$ cat config.mk
export PLATFORM = sky130hd
export DESIGN_NAME = vga_pixel_unpacker
export DESIGN_NICKNAME = d
export VERILOG_FILES = /design/src/rtl/vga_pkg.sv /design/src/rtl/vga_pixel_unpacker.sv
export SDC_FILE = /design/constraint.sdc
export NUM_CORES = 1
export LEC_CHECK = 0
export ABC_AREA = 1
export BUFFER_PORTS_ARGS = -buffer_cell sky130_fd_sc_hd__buf_2
export CAP_MARGIN = 20
export CORE_AREA = 4 4 99 73
export DETAILED_ROUTE_END_ITERATION = 10
export DIE_AREA = 0 0 103 77
export PLACE_DENSITY = 0.79
export SYNTH_ARGS = -nofsm -noshare
export SYNTH_HDL_FRONTEND = slang
export SYNTH_SLANG_ARGS = --single-unit
$ cat constraint.sdc
create_clock -name clk -period 2.4 [get_ports clk]
set_input_delay 0.48 -clock clk [delete_from_list [all_inputs] [get_ports clk]]
set_output_delay 0.48 -clock clk [all_outputs]
set_load 0.01 [all_outputs]
$ cat src/rtl/vga_pkg.sv
// Shared VGA constants and the pixel-unpacker state encoding.
// Widths here are defaults only; instantiating modules may override them.
package vga_pkg;

  localparam int MM_MEM_DATA_WIDTH = 32;
  localparam int FB_PIXEL_WIDTH    = 8;
  localparam int WIDTH             = 640;
  localparam int HEIGHT            = 480;
  localparam int UNDERFLOW_COLOR   = 0;

  typedef enum logic [1:0] {
    SEEK_SOP   = 2'd0,
    WAIT_FRAME = 2'd1,
    STREAM     = 2'd2
  } vga_unpack_state_t;

endpackage

$ cat src/rtl/vga_pixel_unpacker.sv
// Unpacks Avalon-ST words into pixels (LSB first); pix_data/pix_valid follow pix_req by one cycle.
// One-word hold register: st_ready only while the hold is empty or its last pixel is consumed in STREAM.
module vga_pixel_unpacker #(
  parameter int MM_DATA_WIDTH  = vga_pkg::MM_MEM_DATA_WIDTH,
  parameter int FB_PIXEL_WIDTH = vga_pkg::FB_PIXEL_WIDTH,
  parameter int FRAME_PIXELS   = vga_pkg::WIDTH * vga_pkg::HEIGHT
) (
  input  logic                                    clk,
  input  logic                                    reset_n,
  input  logic                                    st_valid,
  input  logic [MM_DATA_WIDTH-1:0]                st_data,
  input  logic                                    st_startofpacket,
  input  logic                                    st_endofpacket,
  input  logic [$clog2(MM_DATA_WIDTH/8+1)-1:0]    st_empty,
  output logic                                    st_ready,
  input  logic                                    pix_frame_start,
  input  logic                                    pix_req,
  output logic [FB_PIXEL_WIDTH-1:0]               pix_data,
  output logic                                    pix_valid,
  input  logic                                    clear_status,
  output logic                                    status_underflow,
  output logic                                    status_frame_error
);
  import vga_pkg::*;

  localparam int PPW   = MM_DATA_WIDTH / FB_PIXEL_WIDTH;
  localparam int IDX_W = (PPW > 1) ? $clog2(PPW) : 1;
  localparam int CNT_W = $clog2(FRAME_PIXELS + 1);
  localparam logic [FB_PIXEL_WIDTH-1:0] UF_PIX = FB_PIXEL_WIDTH'(UNDERFLOW_COLOR);

  generate
    if (PPW < 1 || (MM_DATA_WIDTH % FB_PIXEL_WIDTH) != 0) begin : g_bad_ppw
      $error("vga_pixel_unpacker: MM_DATA_WIDTH must be a whole multiple of FB_PIXEL_WIDTH");
    end
  endgenerate

  vga_unpack_state_t                  r_state;
  logic [PPW-1:0][FB_PIXEL_WIDTH-1:0] r_hold;
  logic                               r_hold_full;
  logic                               r_hold_eop;
  logic [IDX_W-1:0]                   r_idx;
  logic [CNT_W-1:0]                   r_cnt;
  logic [FB_PIXEL_WIDTH-1:0]          r_pix_data;
  logic                               r_pix_valid;
  logic                               r_underflow;
  logic                               r_frame_err;

  logic             w_last_idx;
  logic             w_emit;
  logic             w_frame_done;
  logic             w_take;
  logic             w_underflow;
  logic             w_fs_err;
  logic             w_abort_load;
  logic [CNT_W-1:0] w_cnt_inc;
  logic             w_unused_empty;

  assign w_unused_empty = ^st_empty;

  assign w_last_idx   = (r_idx == IDX_W'(PPW - 1));
  assign w_cnt_inc    = r_cnt + CNT_W'(1);
  assign w_frame_done = (w_cnt_inc == CNT_W'(FRAME_PIXELS));
  assign w_emit       = pix_req &&
                        ((r_state == STREAM && !pix_frame_start && r_hold_full) ||
                         (r_state == WAIT_FRAME && pix_frame_start));
  assign w_underflow  = (r_state == STREAM) && pix_req && !pix_frame_start && !r_hold_full;
  assign w_fs_err     = (r_state == STREAM) && pix_frame_start;
  // A plain data beat is only useful if the frame is still running after this cycle.
  assign w_abort_load = w_fs_err || w_underflow || (w_emit && w_frame_done);

  // Hold is always empty in SEEK_SOP and always full in WAIT_FRAME.
  assign st_ready = reset_n &&
                    (!r_hold_full || (r_state == STREAM && w_emit && w_last_idx));
  assign w_take   = st_valid && st_ready;

  always_ff @(posedge clk or negedge reset_n) begin
    if (!reset_n) begin
      r_state     <= SEEK_SOP;
      r_hold      <= '0;
      r_hold_full <= 1'b0;
      r_hold_eop  <= 1'b0;
      r_idx       <= '0;
      r_cnt       <= '0;
      r_pix_data  <= '0;
      r_pix_valid <= 1'b0;
      r_underflow <= 1'b0;
      r_frame_err <= 1'b0;
    end else begin
      r_pix_valid <= pix_req;
      r_pix_data  <= UF_PIX;

      if (clear_status) begin
        r_underflow <= 1'b0;
        r_frame_err <= 1'b0;
      end

      if (w_emit) begin
        r_pix_data <= r_hold[r_idx];
        r_idx      <= w_last_idx ? '0 : r_idx + IDX_W'(1);
        r_cnt      <= w_cnt_inc;
        r_state    <= STREAM;
        if (w_last_idx) r_hold_full <= 1'b0;
        if (w_frame_done) begin
          if (!(w_last_idx && r_hold_eop)) r_frame_err <= 1'b1;
          r_state     <= SEEK_SOP;
          r_hold_full <= 1'b0;
          r_idx       <= '0;
          r_cnt       <= '0;
        end
      end

      if (w_fs_err || w_underflow) begin
        if (w_fs_err) r_frame_err <= 1'b1;
        else          r_underflow <= 1'b1;
        r_state     <= SEEK_SOP;
        r_hold_full <= 1'b0;
        r_idx       <= '0;
        r_cnt       <= '0;
      end

      // A start-of-packet beat always restarts framing, even mid-stream.
      if (w_take) begin
        if (st_startofpacket) begin
          if (r_state == STREAM && !(w_emit && w_frame_done)) r_frame_err <= 1'b1;
          r_hold      <= st_data;
          r_hold_full <= 1'b1;
          r_hold_eop  <= st_endofpacket;
          r_idx       <= '0;
          r_cnt       <= '0;
          r_state     <= WAIT_FRAME;
        end else if (r_state == STREAM && !w_abort_load) begin
          r_hold      <= st_data;
          r_hold_full <= 1'b1;
          r_hold_eop  <= st_endofpacket;
        end
      end
    end
  end

  assign pix_data           = r_pix_data;
  assign pix_valid          = r_pix_valid;
  assign status_underflow   = r_underflow;
  assign status_frame_error = r_frame_err;

endmodule

== Yosys cells after proc, flatten, opt, wreduce, memory -nomap -nowiden ==
Cells that the tools add are included.

* Add/sub/neg operators: 2
* Magnitude comparators: 1
* Eq/ne operators: 4
* Muxes and demuxes: 42
* Reductions and logical operators: 26

{| class="wikitable"
|+ Operator list
! cell !! count
|-
| $mux W19 || 5
|-
| $mux W32 || 2
|-
| $mux W2 || 11
|-
| $mux W1 || 21
|-
| $add A19 B1 Y19 const B || 1
|-
| $eq A19 B19 Y1 const B || 1
|-
| $bmux W8 S2 || 1
|-
| $logic_and A1 B1 Y1 || 16
|-
| $mux W8 || 2
|-
| $eq A2 B2 Y1 const B || 2
|-
| $logic_not A1 Y1 || 4
|-
| $logic_or A1 B1 Y1 || 4
|-
| $lt A2 B3 Y1 const B || 1
|-
| $add A2 B1 Y2 const B || 1
|-
| $eq A2 B1 Y1 const B || 1
|-
| $reduce_and A2 Y1 || 1
|-
| $reduce_bool A2 Y1 || 1
|}

* Register bits: 68
* Bits of input ports: 43
* Output and inout port bits: 12
* Logic and storage cells: 88

== Longest topological paths before layout ==
Gate-level depths: netlist of run 1.

* Depth after elaboration: 12
* Gate-level depth with buffers: 16
* Mapped depth without buffers: 15

== Worst setup path after synthesis of run 1 ==
OpenSTA, ideal clock, no wires.

* Kind: reg-to-reg
* Start point: register r_cnt[0]
* End point: register r_hold[0] (netlist name)
* Setup time: 0.117 ns
* Arrival: 1.885 ns
* Data required time: 2.283 ns
* Slack: 0.398 ns
* Cell stages (with the launch flop): 16
* Path buffers: 1
* Period minus slack after synthesis: 2.002 ns
* Path through: dfrtp_1 ha_1 nand3_1 nor2_2 nand3_1 nand2_1 nand2_1 nor2_1 nand2_1 nor2_2 nand3_2 nand3_4 nand2_4 buf_6 nand2_1 nand2_1

* Cells in the longest elaborated chain, start to end: 8

{| class="wikitable"
|+ RTL lines
! what !! line !! text
|-
| from (decl) || vga_pixel_unpacker.sv:42 || <nowiki>logic [CNT_W-1:0] r_cnt;</nowiki>
|-
| from (signal assigned) || vga_pixel_unpacker.sv:100 || <nowiki>r_cnt <= w_cnt_inc;</nowiki>
|-
| $add A19 B1 Y19 || vga_pixel_unpacker.sv:61 || <nowiki>assign w_cnt_inc = r_cnt + CNT_W'(1);</nowiki>
|-
| $eq A19 B19 Y1 || vga_pixel_unpacker.sv:62 || <nowiki>assign w_frame_done = (w_cnt_inc == CNT_W'(FRAME_PIXELS));</nowiki>
|-
| $logic_and A1 B1 Y1 || vga_pixel_unpacker.sv:69 || <nowiki>assign w_abort_load = w_fs_err || w_underflow || (w_emit && w_frame_done);</nowiki>
|-
| $logic_or A1 B1 Y1 || vga_pixel_unpacker.sv:69 ||
|-
| $logic_not A1 Y1 || vga_pixel_unpacker.sv:131 || <nowiki>end else if (r_state == STREAM && !w_abort_load) begin</nowiki>
|-
| $logic_and A1 B1 Y1 || vga_pixel_unpacker.sv:131 ||
|-
| $reduce_bool A2 Y1 (no line) || - ||
|-
| $reduce_and A2 Y1 (no line) || - ||
|-
| to (signal assigned) || vga_pixel_unpacker.sv:125 || <nowiki>r_hold <= st_data;</nowiki>
|-
| to (signal assigned) || vga_pixel_unpacker.sv:132 || <nowiki>r_hold <= st_data;</nowiki>
|-
| to (decl) || vga_pixel_unpacker.sv:38 || <nowiki>logic [PPW-1:0][FB_PIXEL_WIDTH-1:0] r_hold;</nowiki>
|}

Every way passes these cells.
A chain may end at the register's enable or synchronous reset.

== Worst setup path after layout of run 1 ==
* Start point: register r_cnt[0]
* End point: register r_hold[27] (netlist name)

Same word-level chain as after synthesis.

==> summary.txt, run 1 <==
Yosys
  • Post-Synth Adder-Cell Area: 0.711%
  • YS warnings: 0
  • Syn Std Cell Area: around 3500 um2
  • Area leader, netlist: dfrtp_1
  • Syn Area/Cell: approximately 7.4 um2
  • Multiplexer share of the synthesized area: 0%
  • XOR/XNOR share of the synthesized area: less than 1%
  • Post-synth ARST share: 100%
  • Top cells by area, synth: dfrtp_1, nand2_1, nor2_1
  • Post-synthesis compound-gate area fraction: ~7.8%
  • Sequential area share after synthesis: 48.4%
  • Yosys reg bits: a little under 70
  • Simple-gate portion of the synthesized area: approximately 36%
  • Synth Net Count: 519
  • Yosys top cell area share: around 48%
  • Top post-synthesis cells by count: nand2_1, nor2_1, dfrtp_1
  • Largest family of logic cells by synthesized area: simple AND/OR/NAND/NOR gates
  • Synth Flop Type: dfrtp_1
  • Post-synthesis cell type count: 27
  • Post-synth EDFFs: 0
  • Count leader, synth: nand2_1
  • Post-Syn Instances: between 400 and 500

Floorplan
  • Die height: slightly below 80 um
  • # rows: 24
  • Die Area: 7930 um2
  • Width of the die: slightly above 100 um
  • Core ar.: between 6000 and 7000 um2
  • Initial core utilization: a little under three fifths
  • Ports: 55

Timing
  • Least-Margin Pin Slew: approximately 0.67 ns
  • Unrepaired setup endpoints after global routing: true
  • Max Freq: between 0.4 and 0.5 GHz
  • Min cycle time layout: 2.35 ns
  • Fin Setup TNS: 0 ns
  • Normalized max-slew margin: between 50 and 60%
  • Fin crit share: a little over nine tenths
  • Final Hold Viols: 0
  • Clk_skew: about 0.0081 ns
  • Slew Viols, Final: 0
  • # setup viols final: 0
  • Slack of the critical path: around 0.054 ns

Cells and area
  • Share of cells above drive strength 1: 21.0%
  • Fillcell total: between 400 and 500
  • Core Util, Final: between 60 and 70%
  • Number of diodes: 0
  • Fin cells: 626
  • Nets@finish: between 500 and 600
  • Layout area overhead: 22.3%
  • Fin area: between 4000 and 5000 um2

Setup path
  • Required @ worst endpoint: about 2.6 ns
  • CP Data Arrival Time: ~2.6 ns
  • Crit. End Element: flip-flop
  • CP Launch Type: flip-flop
  • WS Path Type: reg2reg
  • Max FO, Critical Path: 16

Place
  • DP Wirelength: 6140 um
  • Cell Area, Placed: 3880 um2
  • Routability cong.: between 0.8 and 0.9
  • IO Port Bufs: between 50 and 60
  • Inst Count DP: 598
  • Dpl ws: -0.0426 ns

Power and ir drop
  • P_leak: 2.14 nW
  • Pwr dens: approximately 930 nW/um2
  • Maximum VDD drop: 0.438 mV

CTS
  • Clock buffer depth: 2
  • Num CTS Buffers: 9
  • Hold Buf Count CTS: 0
  • Clk_lat worst skew: 0.35 ns
  • Clk sink count: slightly below 70
  • TritonCTS clock tree: built
  • H-tree depth: 3
  • Root buf cell: clkbuf_8
  • Clock-pin slew on the worst setup and hold paths: about 0.080 ns

Drt
  • Via/cell ratio: ~5.5
  • Residual DRC: 0
  • DR pass1 iterations: 5
  • WL per Instance: roughly 15 um
  • Via Count: ~3,400
  • 1st-iter DRT viols: between 400 and 500
  • DRT Wirelength: between 9000 and 10,000 um
  • Detail Route Antenna Nets: 0

Hold path
  • Hold Path Class: in2async

GRT
  • Grt total ovfl: 0
  • First-pass GRT wire length: about 14,000 um
  • Largest net degree at the start of global routing: 53
  • Vias in the first global route: about 3,000
  • Gr usage total: 22.9%
  • Initial antenna violation count: 0

Run status
  • Run status: finished clean

Job
  • Max cap viols: 0
-- flip-flops by register name, indices dropped and copies added (netlist names) --
signal and cells:
r_hold_full 1, pix_data 8, pix_valid 1, r_hold 32, status_underflow 1, r_idx 2
status_frame_error 1, r_state 2, r_hold_eop 1, r_cnt 19
-- layout make-up --
cell class                 instances  area, um2  share of cell area, %
clock buffer                      13        159                   3.69
clock inverter                     3       21.3                  0.494
inverter                          29        109                   2.53
multi-input combinational        361       1730                   40.3
sequential                        68       1700                   39.6
tap                               78       97.6                   2.27
timing repair buffer              74        480                   11.2
-- logic make-up (layout without fill, tap and decap cells) --
group	count (synthesis)	count (layout)
xor+xnor	3	3
buf+inv	48	119
flops	68	68
simple gates	301	304
compound gates	52	52
fa+ha+maj	2	2
-- timing repair --
item | in CTS | in global routing
buffers inserted | 0 | 5
setup endpoints to repair | 33 | 42
resized for setup | 1 | 23
gates cloned | 0 | 7
pin swaps | 0 | 10
-- worst paths after layout --
check / cells past startpoint / slack (ns) / from / endpoint
hold / removal: 2 / 0.17 / reset_n / status_underflow$_DFF_PN0_
setup reg to reg: 14 / 0.05 / r_cnt[0]$_DFF_PN0_ / r_hold[27]$_DFFE_PN0P_
setup / recovery: 14 / 0.05 / r_cnt[0]$_DFF_PN0_ / r_hold[27]$_DFFE_PN0P_
hold reg to reg: 1 / 0.50 / status_underflow$_DFF_PN0_ / status_underflow$_DFF_PN0_
min in group clk: 1 / 0.25 / pix_req / pix_valid$_DFF_PN0_
max in group asynchronous: 2 / 1.57 / reset_n / r_cnt[1]$_DFF_PN0_
-- cells in the final DEF (no fill, tap or decap), drive strengths merged --
cell,count
a32o,1
nand2,152
inv,26
nor2,82
clkinvlp,1
ha,2
nand3,57
o21bai,3
xnor2,1
dfrtp,68
a21oi,23
o21ai,25
nand4,8
xor2,2
clkbuf,15
clkinv,5
nand3b,1
or2,1
and2,2
buf,72
nor3,1
-- layer usage --
metal	routed length, um	share of wire [%]	global-route usage (%)	vias to the layer above
met4	92	0.97	5.56	0
met3	1010	11	5.89	13
met2	4120	43	31.5	177
met5	0	0	0	-
li1	-	-	-	1669
met1	4310	45	35.7	1584
-- power breakdown --
group | switching [W] | internal [W] | leakage [nW]
sequential | 0.000242 | 0.00154 | 0.881
clock | 0.000437 | 0.000432 | 0.0896
combinational | 0.000834 | 0.000514 | 1.17
-- worst max-delay path, cell delays in order (launching register included) --
cell and delay (ns):
dfrtp_1 0.41, ha_4 0.17, nand2_1 0.10, nor2_4 0.22, nand3_1 0.11, nand2_1 0.09
nand2_1 0.07, nor2_2 0.12, nand2_1 0.12, nor2_4 0.16, nand3_4 0.13, nand3_4 0.23
nand2_8 0.15, nand2_1 0.10, nand2_1 0.05
-- through the flow --
step                hold slack [ns]  power (W)
floorplan                     0.184    0.00261
global placement              0.476    0.00296
detailed placement            0.489    0.00302
CTS                           0.168    0.00389
global route                  0.186    0.00427
finish                        0.169    0.00400
(Power assumes the default switching activity.)
==> run 2: changes to the inputs <==
--- a/config.mk
+++ b/config.mk
@@ -8,9 +8,9 @@
 export ABC_AREA = 1
 export BUFFER_PORTS_ARGS = -buffer_cell sky130_fd_sc_hd__buf_2
 export CAP_MARGIN = 20
-export CORE_AREA = 4 4 99 73
+export CORE_AREA = 2 2 97 71
 export DETAILED_ROUTE_END_ITERATION = 10
-export DIE_AREA = 0 0 103 77
+export DIE_AREA = 0 0 99 73
 export PLACE_DENSITY = 0.79
 export SYNTH_ARGS = -nofsm -noshare
 export SYNTH_HDL_FRONTEND = slang
==> run 2 against run 1 <==
Effect of this change: worst setup slack better by 0.027 ns; cell area up 0.64%; flip-flop and latch count unchanged; via count up 1.2%; hold slack worse by 0.17 ns; power up 8.2%; maximum frequency up 1.2%; first-iteration DRC count down 15%; critical path type unchanged; die area down 8.9%.
==> summary.txt, run 2 (synthesis gave the netlist of run 1 again) <==
Run status
  • Run status: finished clean (unchanged)

Timing
  • Least-Margin Pin Slew: 0.739 ns (was 0.668 ns)
  • Final Hold Viols: 0 (unchanged)
  • Max Freq: 0.431 GHz (was 0.426 GHz)
  • Normalized max-slew margin: 50.7% (was 55.5%)
  • Hold WS: 0.00272 ns (was 0.169 ns)
  • Clk_skew: 0.00773 ns (was 0.00813 ns)
  • Fin crit share: 96.6% (was 97.8%)
  • # setup viols final: 0 (unchanged)
  • Slew Viols, Final: 0 (unchanged)
  • Min cycle time layout: 2.32 ns (was 2.35 ns)

Cells and area
  • Number of diodes: 0 (unchanged)
  • Core Util, Final: 67.5% (was 69.5%)
  • Share of cells above drive strength 1: 20.1% (was 21.0%)
  • Layout area overhead: 23.1% (was 22.3%)
  • Largest reg by FF count: r_hold (unchanged)
  • Most common cell after layout, fill and taps aside: nand2_1 (unchanged)
  • Nets@finish: 583 (was 588)
  • Max reg flops: 32 (unchanged)
  • Commonest non-fill, non-tap cells in the layout: nand2_1, nor2_1, dfrtp_1 (unchanged)

Setup path
  • CP bufs+invs: 2 (was 0)
  • Levels on crit path: 14 (unchanged)
  • CP peak stage delay: 0.42 ns (was 0.41 ns)
  • CP Data Arrival Time: 2.61 ns (was 2.59 ns)
  • Most common cell on crit path: nand2_1 (unchanged)
  • Required @ worst endpoint: 2.69 ns (was 2.64 ns)
  • Worst Reg-to-Reg Cells: 14 (unchanged)
  • CP Launch Type: flip-flop (unchanged)
  • Critical Path, Cell by Cell: buf_4 -> nand3_2 -> nand2_1 -> nand2_1 -> nor2_1 -> nand2_1 -> nor2_1 -> nand3_1 -> nor2_4 -> nand3_4 -> nand3_4 -> clkbuf_16 -> nand3_1 -> nand2_1 (was ha_4 -> nand2_1 -> nor2_4 -> nand3_1 -> nand2_1 -> nand2_1 -> nor2_2 -> nand2_1 -> nor2_4 -> nand3_4 -> nand3_4 -> nand2_8 -> nand2_1 -> nand2_1)
  • Max FO, Critical Path: 8 (was 16)
  • Critical-path top delay cell: dfrtp_1 (unchanged)
  • WS Path Type: reg2reg (unchanged)
  • CP top delay family: simple AND/OR/NAND/NOR gates (unchanged)
  • Crit. End Element: flip-flop (unchanged)

Power and ir drop
  • Pwr dens: 999 nW/um2 (was 929 nW/um2)
  • P_leak: 2.16 nW (was 2.14 nW)
  • Maximum VDD drop: 0.472 mV (was 0.438 mV)

Drt
  • Residual DRC: 0 (unchanged)
  • DRT Wirelength: 9650 um (was 9530 um)
  • Detail Route Antenna Nets: 0 (unchanged)
  • WL per Instance: 15.5 um (was 15.2 um)
  • Via Count: 3,483 (was 3,443)
  • Via/cell ratio: 5.58 (was 5.50)
  • 1st-iter DRT viols: 344 (was 407)
  • DR pass1 iterations: 5 (unchanged)

Hold path
  • Hold Path Class: in2async (unchanged)

GRT
  • Vias in the first global route: 2,968 (was 3,036)
  • Initial antenna violation count: 0 (unchanged)
  • Largest net degree at the start of global routing: 60 (was 53)
  • Grt total ovfl: 0 (unchanged)
  • First-pass GRT wire length: 14,200 um (was 14,400 um)
  • Gr usage total: 25.2% (was 22.9%)

Place
  • Routability cong.: 0.952 (was 0.896)
  • DP Wirelength: 6070 um (was 6140 um)
  • IO Port Bufs: 51 (unchanged)

CTS
  • TritonCTS clock tree: built (unchanged)
  • Num CTS Buffers: 9 (unchanged)
  • Root buf cell: clkbuf_8 (unchanged)
  • Hold Buf Count CTS: 0 (unchanged)
  • Clk_lat worst skew: 0.36 ns (was 0.35 ns)
  • H-tree depth: 3 (unchanged)
  • Clock buffer depth: 2 (unchanged)
  • Clk sink count: 68 (unchanged)
  • Clock-pin slew on the worst setup and hold paths: 0.08 ns (about the same)

Floorplan
  • Initial core utilization: 54.8% (was 56.9%)
  • Die height: 73 um (was 77 um)
  • Core ar.: 6410 um2 (was 6190 um2)
  • # rows: 25 (was 24)
  • Die Area: 7230 um2 (was 7930 um2)
  • Ports: 55 (unchanged)
  • Width of the die: 99 um (was 103 um)

Job
  • Max cap viols: 0 (unchanged)
-- run 2: worst reg2reg max path, stage by stage, from the launching register on --
cell	delay, ns
dfrtp_1	0.42
buf_4	0.17
nand3_2	0.13
nand2_1	0.10
nand2_1	0.08
nor2_1	0.13
nand2_1	0.10
nor2_1	0.12
nand3_1	0.13
nor2_4	0.18
nand3_4	0.12
nand3_4	0.23
clkbuf_16	0.20
nand3_1	0.07
nand2_1	0.08
-- run 2: through the flow --
stage                     setup TNS, ns  power (W)  setup slack (ns)  instance area [um2]  instances
after floorplan                       0    0.00261             0.398                 3520        474
after global placement                0    0.00294            0.0374                 3850        597
after detailed placement        -0.0229    0.00301           -0.0103                 3850        597
after CTS                             0    0.00420            0.0142                 4110        613
after global routing              -1.10    0.00458           -0.0651                 4330        624
final                                 0    0.00433            0.0808                 4330        624
-- run 2: cell type report --
type,count,area [um2]
sequential,68,1700
inverter,29,109
fill,513,2080
clock buffer,11,141
tap,81,101
timing repair buffer,69,442
clock inverter,5,108
multi-input combinational,361,1730
-- run 2: layer usage --
layer	part of all wire (%)	vias to the layer above	wire, um	GRT usage [%]
met4	1.2	0	112	6.39
met2	46	182	4400	36.8
met3	8.8	11	851	9.00
met1	44	1634	4280	36.2
li1	-	1656	-	-
met5	0	-	0	0
-- run 2: worst paths after layout --
check | from | to | slack [ns]
max | r_cnt[0]$_DFF_PN0_ | r_hold[28]$_DFFE_PN0P_ | 0.08
min | reset_n | r_hold_full$_DFF_PN0_ | 0.003
max reg2reg | r_cnt[0]$_DFF_PN0_ | r_hold[28]$_DFFE_PN0P_ | 0.08
min reg2reg | status_underflow$_DFF_PN0_ | status_underflow$_DFF_PN0_ | 0.50
max in group asynchronous | reset_n | r_cnt[14]$_DFF_PN0_ | 1.36
min in group clk | pix_req | pix_valid$_DFF_PN0_ | 0.24
-- run 2: what timing repair did --
item	4_1_cts	5_1_grt
cloned	0	6
buffers inserted	0	5
endpoints found under the setup margin	33	42
pin swaps	0	7
gates resized for setup	1	19
-- run 2: where the power goes --
group | switching (W) | internal [W] | leakage, nW
Sequential | 0.000261 | 0.00154 | 0.883
Combinational | 0.000829 | 0.000503 | 1.15
Clock | 0.000472 | 0.000725 | 0.124
Total | 0.00156 | 0.00276 | 2.16
